### src/rtl/serial_uart_bridge_if.sv
// serial_uart_bridge_if: processor-side byte port between the host and the UART bridge
interface serial_uart_bridge_if;
  logic [7:0] host_wr_data;
  logic       host_wren;
  logic       host_rden;
  logic [7:0] host_rd_data;
  logic       host_valid;
  logic       host_ready;
  modport master(output host_wr_data, host_wren, host_rden, input host_rd_data, host_valid, host_ready);
  modport slave(input host_wr_data, host_wren, host_rden, output host_rd_data, host_valid, host_ready);
endinterface

### src/rtl/serial_uart_bridge.sv
// serial_uart_bridge: host byte port to 8N1 UART with TX/RX FIFOs
module serial_uart_bridge #(
  parameter int CLKS_PER_BIT = 16,
  parameter int FIFO_DEPTH   = 4
) (
  input  logic                clock,
  input  logic                reset,
  serial_uart_bridge_if.slave host,
  input  logic                uart_rx,
  output logic                uart_tx,
  output logic                rx_overrun,
  output logic                rx_frame_err
);
  localparam int AW = $clog2(FIFO_DEPTH);
  localparam int CW = $clog2(CLKS_PER_BIT);
  localparam logic [AW:0]   L_DEPTH    = (AW+1)'(FIFO_DEPTH);
  localparam logic [CW-1:0] L_BIT_END  = CW'(CLKS_PER_BIT - 1);
  localparam logic [CW-1:0] L_HALF_END = CW'(CLKS_PER_BIT / 2 - 1);
  localparam logic [1:0] TX_IDLE = 2'd0, TX_START = 2'd1, TX_DATA = 2'd2, TX_STOP = 2'd3;
  localparam logic [2:0] RX_IDLE = 3'd0, RX_START = 3'd1, RX_DATA = 3'd2, RX_STOP = 3'd3, RX_WAIT = 3'd4;
  logic [7:0]    r_tx_mem [FIFO_DEPTH];
  logic [AW-1:0] r_tx_wp, r_tx_rp;
  logic [AW:0]   r_tx_cnt;
  logic [1:0]    r_tx_state;
  logic [CW-1:0] r_tx_clk;
  logic [2:0]    r_tx_bit;
  logic [7:0]    r_tx_sh;
  logic          r_uart_tx;
  logic [7:0]    r_rx_mem [FIFO_DEPTH];
  logic [AW-1:0] r_rx_wp, r_rx_rp;
  logic [AW:0]   r_rx_cnt;
  logic [2:0]    r_rx_state;
  logic [CW-1:0] r_rx_clk;
  logic [2:0]    r_rx_bit;
  logic [7:0]    r_rx_sh;
  logic          r_rx_s1, r_rx_s2;
  logic          r_rx_overrun, r_rx_ferr;
  logic          w_tx_push, w_tx_pop, w_tx_tick;
  logic          w_rx_push, w_rx_pop, w_rx_samp, w_rx_stop;
  assign host.host_ready   = r_tx_cnt < L_DEPTH;
  assign host.host_valid   = r_rx_cnt != '0;
  assign host.host_rd_data = host.host_valid ? r_rx_mem[r_rx_rp] : 8'h00;
  assign uart_tx      = r_uart_tx;
  assign rx_overrun   = r_rx_overrun;
  assign rx_frame_err = r_rx_ferr;
  assign w_tx_push = host.host_wren && host.host_ready;
  assign w_tx_pop  = (r_tx_state == TX_IDLE) && (r_tx_cnt != '0);
  assign w_tx_tick = r_tx_clk == L_BIT_END;
  assign w_rx_samp = (r_rx_state == RX_START) ? (r_rx_clk == L_HALF_END) : (r_rx_clk == L_BIT_END);
  assign w_rx_stop = (r_rx_state == RX_STOP) && w_rx_samp;
  assign w_rx_pop  = host.host_rden && host.host_valid;
  assign w_rx_push = w_rx_stop && r_rx_s2 && (r_rx_cnt < L_DEPTH || w_rx_pop);
  // TX FIFO storage, written by the host
  always_ff @(posedge clock)
    if (w_tx_push) r_tx_mem[r_tx_wp] <= host.host_wr_data;
  // TX FIFO pointers and occupancy; simultaneous push and pop leave the count unchanged
  always_ff @(posedge clock) begin
    if (!reset) begin
      r_tx_wp  <= '0;
      r_tx_rp  <= '0;
      r_tx_cnt <= '0;
    end else begin
      if (w_tx_push) r_tx_wp <= r_tx_wp + AW'(1);
      if (w_tx_pop) r_tx_rp <= r_tx_rp + AW'(1);
      r_tx_cnt <= r_tx_cnt + (AW+1)'(w_tx_push) - (AW+1)'(w_tx_pop);
    end
  end
  // TX serialiser: start bit, 8 data bits LSB first, stop bit, one idle cycle between frames
  always_ff @(posedge clock) begin
    if (!reset) begin
      r_tx_state <= TX_IDLE;
      r_tx_clk   <= '0;
      r_tx_bit   <= '0;
      r_tx_sh    <= '0;
      r_uart_tx  <= 1'b1;
    end else begin
      r_tx_clk <= (r_tx_state == TX_IDLE || w_tx_tick) ? '0 : r_tx_clk + CW'(1);
      case (r_tx_state)
        TX_IDLE: if (w_tx_pop) begin
          r_tx_sh    <= r_tx_mem[r_tx_rp];
          r_uart_tx  <= 1'b0;
          r_tx_state <= TX_START;
        end
        TX_START: if (w_tx_tick) begin
          r_uart_tx  <= r_tx_sh[0];
          r_tx_sh    <= r_tx_sh >> 1;
          r_tx_bit   <= '0;
          r_tx_state <= TX_DATA;
        end
        TX_DATA: if (w_tx_tick) begin
          r_tx_bit <= r_tx_bit + 3'd1;
          if (r_tx_bit == 3'd7) begin
            r_uart_tx  <= 1'b1;
            r_tx_state <= TX_STOP;
          end else begin
            r_uart_tx <= r_tx_sh[0];
            r_tx_sh   <= r_tx_sh >> 1;
          end
        end
        default: if (w_tx_tick) r_tx_state <= TX_IDLE;
      endcase
    end
  end
  // RX FIFO storage, written with the completed byte at the stop-bit sample
  always_ff @(posedge clock)
    if (w_rx_push) r_rx_mem[r_rx_wp] <= r_rx_sh;
  // RX FIFO pointers and occupancy; a pop on the same edge makes room for a push into a full FIFO
  always_ff @(posedge clock) begin
    if (!reset) begin
      r_rx_wp  <= '0;
      r_rx_rp  <= '0;
      r_rx_cnt <= '0;
    end else begin
      if (w_rx_push) r_rx_wp <= r_rx_wp + AW'(1);
      if (w_rx_pop) r_rx_rp <= r_rx_rp + AW'(1);
      r_rx_cnt <= r_rx_cnt + (AW+1)'(w_rx_push) - (AW+1)'(w_rx_pop);
    end
  end
  // RX deserialiser: synchronise the line, mid-bit sampling, sticky overrun and framing flags
  always_ff @(posedge clock) begin
    if (!reset) begin
      r_rx_s1      <= 1'b1;
      r_rx_s2      <= 1'b1;
      r_rx_state   <= RX_IDLE;
      r_rx_clk     <= '0;
      r_rx_bit     <= '0;
      r_rx_sh      <= '0;
      r_rx_overrun <= 1'b0;
      r_rx_ferr    <= 1'b0;
    end else begin
      r_rx_s1  <= uart_rx;
      r_rx_s2  <= r_rx_s1;
      r_rx_clk <= (r_rx_state == RX_IDLE || r_rx_state == RX_WAIT || w_rx_samp) ? '0 : r_rx_clk + CW'(1);
      if (w_rx_stop && r_rx_s2 && !w_rx_push) r_rx_overrun <= 1'b1;
      if (w_rx_stop && !r_rx_s2) r_rx_ferr <= 1'b1;
      case (r_rx_state)
        RX_IDLE: if (!r_rx_s2) r_rx_state <= RX_START;
        RX_START: if (w_rx_samp) begin
          r_rx_bit   <= '0;
          r_rx_state <= r_rx_s2 ? RX_IDLE : RX_DATA;
        end
        RX_DATA: if (w_rx_samp) begin
          r_rx_sh  <= {r_rx_s2, r_rx_sh[7:1]};
          r_rx_bit <= r_rx_bit + 3'd1;
          if (r_rx_bit == 3'd7) r_rx_state <= RX_STOP;
        end
        RX_STOP: if (w_rx_samp) r_rx_state <= r_rx_s2 ? RX_IDLE : RX_WAIT;
        RX_WAIT: if (r_rx_s2) r_rx_state <= RX_IDLE;
        default: r_rx_state <= RX_IDLE;
      endcase
    end
  end
endmodule

### src/flat_wrapper.sv
// flat-port wrapper written by rule: the top's interface ports become plain ports
module serial_uart_bridge_flat 
#(
  parameter int CLKS_PER_BIT = 16,
  parameter int FIFO_DEPTH   = 4
)
  (clock, reset, uart_rx, uart_tx, rx_overrun, rx_frame_err, host_host_wr_data, host_host_wren, host_host_rden, host_host_rd_data, host_host_valid, host_host_ready);
  serial_uart_bridge_if host_i ();
  input  logic clock;
  input  logic reset;
  input  logic uart_rx;
  output logic uart_tx;
  output logic rx_overrun;
  output logic rx_frame_err;
  input wire logic [$bits(host_i.host_wr_data)-1:0] host_host_wr_data;
  input wire logic [$bits(host_i.host_wren)-1:0] host_host_wren;
  input wire logic [$bits(host_i.host_rden)-1:0] host_host_rden;
  output wire logic [$bits(host_i.host_rd_data)-1:0] host_host_rd_data;
  output wire logic [$bits(host_i.host_valid)-1:0] host_host_valid;
  output wire logic [$bits(host_i.host_ready)-1:0] host_host_ready;
  assign host_i.host_wr_data = host_host_wr_data;
  assign host_i.host_wren = host_host_wren;
  assign host_i.host_rden = host_host_rden;
  assign host_host_rd_data = host_i.host_rd_data;
  assign host_host_valid = host_i.host_valid;
  assign host_host_ready = host_i.host_ready;
  serial_uart_bridge #(.CLKS_PER_BIT(CLKS_PER_BIT), .FIFO_DEPTH(FIFO_DEPTH)) u_core (.clock(clock), .reset(reset), .host(host_i), .uart_rx(uart_rx), .uart_tx(uart_tx), .rx_overrun(rx_overrun), .rx_frame_err(rx_frame_err));
endmodule
### config.mk
export PLATFORM = sky130hd
export DESIGN_NAME = serial_uart_bridge_flat
export DESIGN_NICKNAME = d
export VERILOG_FILES = /design/src/rtl/serial_uart_bridge_if.sv /design/src/rtl/serial_uart_bridge.sv /design/src/flat_wrapper.sv
export SDC_FILE = /design/constraint.sdc
export NUM_CORES = 1
export LEC_CHECK = 0
export ABC_CLOCK_PERIOD_IN_PS = 3700
export BUFFER_PORTS_ARGS = -buffer_cell sky130_fd_sc_hd__buf_2
export CAP_MARGIN = 5
export CORE_ASPECT_RATIO = 0.7
export CORE_MARGIN = 1
export CORE_UTILIZATION = 45
export DETAILED_ROUTE_END_ITERATION = 8
export HOLD_SLACK_MARGIN = 0.15
export PLACE_DENSITY = 0.74
export REMOVE_ABC_BUFFERS = 1
export SLEW_MARGIN = 10
export SYNTH_ARGS = -nofsm -noshare
export SYNTH_HDL_FRONTEND = slang
export SYNTH_SLANG_ARGS = --single-unit
export TNS_END_PERCENT = 30
### constraint.sdc
create_clock -name clock -period 3.7 [get_ports clock]
set_clock_uncertainty 0.15 [all_clocks]
set_input_delay 0.185 -clock clock [delete_from_list [all_inputs] [get_ports clock]]
set_output_delay 0.185 -clock clock [all_outputs]
set_load 0.05 [all_outputs]
==> metrics.log <==
[metrics] leading cell types by total area after synthesis: edfxtp_1 (38%), dfxtp_1 (23%), ha_1 (5.4%), mux4_2 (4.0%), mux2_2 (3.1%)
[metrics] leftover overflow at the end of global routing: 0
[metrics] Port Buf Inserts: 25
[metrics] sink count of the clock tree: 122
[metrics] first-pass iteration count of the detailed router: 5
[metrics] main flop type after synthesis: edfxtp_1
[metrics] setup total negative slack: 0 ps
[metrics] number of antenna cells inserted: 0
[metrics] final setup violation count: 0
[metrics] Area Overhead vs Synth: 18.4%
[metrics] mapped cell area: 5120 um^2
[metrics] fraction of layout instances using a drive strength above 1: 0.196
[metrics] number of fill cells in the layout: 911
[metrics] Synth cell types: 51
[metrics] ordered list of cells on the worst path: or3_1 > and2_1 > ha_1 > inv_1 > ha_1 > fa_1 > xnor2_1 > xnor2_1 > nor2_1
[metrics] number of buffers and inverters on the critical path: 1
[metrics] post-synthesis sequential area ratio: 0.602
[metrics] GRT Total Usage: 0.173
[metrics] setup bufs post-CTS: 0
[metrics] clock latency of the later-clocked register in the worst-skew pair: 410 ps
[metrics] ranking of synthesized cells by instance count: edfxtp_1 (64), dfxtp_1 (58), nor2_1 (39), ha_1 (22), and2_1 (19)
[metrics] # rows: 32
[metrics] Worst IR Drop VDD: 362 uV
[metrics] Hold Vio Cnt, Final: 0
[metrics] Least-Margin Pin Slew: 1090 ps
[metrics] number of nets still failing antenna checks after routing: 0
[metrics] total length of routed wires: 8.94 mm
[metrics] largest net degree at the start of global routing: 29
[metrics] Worst Hold Class: primary input to flip-flop
[metrics] Setup Crit Path Kind: flip-flop to flip-flop
[metrics] area share of the largest cell type after synthesis: 0.375
[metrics] unrepaired setup endpoints after global routing: false
[metrics] cts bufs inserted: 17
[metrics] number of buffers on the longest clock path: 2
[metrics] GPL Wtd Cong: 0.798
[metrics] wire length of the first global-routing pass: 15.4 mm
[metrics] fraction of synthesis flops using an asynchronous set or reset pin: 0
[metrics] worst max-slew margin expressed relative to the limit: 0.268
[metrics] arrival time worst endpoint: 2840 ps
[metrics] number of antenna violations at the first check in global routing: 0
[metrics] maximum frequency from static timing analysis: 369 MHz
[metrics] total power divided by cell area: 783 nW/um^2
[metrics] layout net count: 468
[metrics] post-layout util: 0.549
[metrics] Detailed Place HPWL: 5.95 mm
[metrics] via count: 3044
[metrics] synthesized instance count: 393
[metrics] library cell occupying the most area in the post-synthesis netlist: edfxtp_1
[metrics] startpoint type of the worst setup path: flip-flop
[metrics] Leakage Power: 0.00230 uW
[metrics] status: finished clean
[metrics] number of warnings reported in the yosys synthesis log: 0
[metrics] First DRT Iteration DRCs: 321
[metrics] synthesis-stage register bit count: 122
[metrics] Routed wire per std cell: 15.0 um
[metrics] Slowest-stage cell, CP: or3_1
[metrics] mean cell area of the mapped netlist: 13.0 um^2
[metrics] most repeated cell in the gate-level netlist after synthesis: edfxtp_1
[metrics] number of maximum-capacitance constraint violations: 0
[metrics] initial cell density of the core: 0.463
[metrics] fraction of the cycle the final worst path needs: 0.732
[metrics] Core Footprint: 11100 um^2
[metrics] via count of the first global-routing pass: 3087
[metrics] clock transition at the registers of the reported paths: 50 ps
[metrics] Die ar.: 11800 um^2
[metrics] sort of element at the end of the critical path: flip-flop
[metrics] count of pins on the block boundary: 26
[metrics] H-tree depth: 4
[metrics] largest fanout of any net on the critical path: 11
[metrics] Die Span X: 129 um
[metrics] root buf cell: clkbuf_16
[metrics] cell family with most CP delay: adder cells
[metrics] required time reported for the critical path endpoint: 3830 ps
[metrics] area of the multi-input gates: 1860 um^2
[metrics] Final min period: 2710 ps
[metrics] Slew Limit Fails: 0
[metrics] Residual DRC: 0
[metrics] register cell area after layout: 3080 um^2
[metrics] vias per cell: 5.10
[metrics] DIE HEIGHT: 91.2 um
[metrics] CP peak stage delay: 530 ps
[metrics] TritonCTS clock tree: done
[metrics] number of enable flip-flop cells after synthesis: 64
metrics by stage:
stage / hold slack, ps / cell area (um^2) / std cells / power, uW / setup WS [ps]
after floorplan: 108 / 5020 / 374 / 2780 / 918
after global placement: 224 / 5340 / 553 / 3030 / 1070
after detailed placement: 223 / 5340 / 553 / 3090 / 967
after CTS: 168 / 6060 / 597 / 4780 / 952
after global routing: 211 / 6060 / 597 / 4990 / 857
final: 165 / 6060 / 597 / 4750 / 993
flip-flops by register name (all words and copies together) (netlist names), 3 cells and up, named ones only:
name / cells
u_core.r_tx_sh: 8
u_core.r_tx_bit: 3
u_core.r_rx_bit: 3
u_core.r_rx_state: 3
u_core.r_tx_clk: 4
u_core.r_rx_cnt: 3
u_core.r_tx_cnt: 3
u_core.r_rx_sh: 8
u_core.r_rx_mem: 32
u_core.r_tx_mem: 32
u_core.r_rx_clk: 4
report_power, final:
group          total (uW)  leakage (uW)  internal (uW)  switching [uW]
Sequential           1710       0.00106           1580             135
Combinational        1380      0.000955            546             834
Clock                1660      0.000279           1060             597
cells by family after synthesis:
logic type	synth area share
and+or+nand+nor	0.121
AOI/OAI and AO/OA	0.0694
xor gates and xnor gates	0.0222
muxes	0.0899
DFF	0.602
buffers and inverters	0.0340
adders and majority gates	0.0616
cells in the final DEF, fill, tap and decap left out, types with 4 or more instances in the layout:
master / count
a21oi_1: 7
a22oi_1: 9
and2_1: 19
and3_1: 7
buf_2: 25
clkbuf_16: 17
clkinvlp_4: 5
dfxtp_1: 58
dlygate4sd3_1: 12
edfxtp_1: 64
ha_1: 22
inv_1: 18
mux2_2: 14
mux2i_1: 10
mux4_2: 9
nand2_1: 12
nand2b_1: 4
nand3_1: 9
nand4_1: 9
nor2_1: 39
o211a_1: 7
o21ai_0: 6
xnor2_1: 9
xor2_1: 4
per-layer routing:
metal	track usage	vias up	share of wire
li1	-	1504	-
met3	0.0466	13	0.047
met2	0.263	75	0.46
met5	0	-	0
met4	0.0649	0	0.015
met1	0.237	1452	0.48
tightest hold or removal path, stage by stage:
cell and delay (ps):
buf_2 100, nor2b_1 200, xnor2_1 160, nor2_1 40
path summary, 6_finish.rpt:
path	start	to	slack (ps)	cells after the start
setup / recovery	u_core.r_rx_cnt[1]	u_core.r_rx_cnt[2]	990	9
setup reg to reg	u_core.r_rx_cnt[1]	u_core.r_rx_cnt[2]	990	9
hold reg to reg	u_core.r_rx_s1	u_core.r_rx_s2	260	1
hold / removal	host_host_wren	u_core.r_tx_wp[0]	160	4
cell type report:
class	count	area share
sequential	122	0.508
multi-input combinational	233	0.307
clock buffer	18	0.0708
timing repair buffer	38	0.0417
tap	153	0.0316
clock inverter	14	0.0285
inverter	19	0.0118
repair_timing:
action	CTS	global route
gates resized for setup	0	0
hold buffers	12	0
endpoints found under the hold margin	60	0
Power figures use the tool's default switching activity.
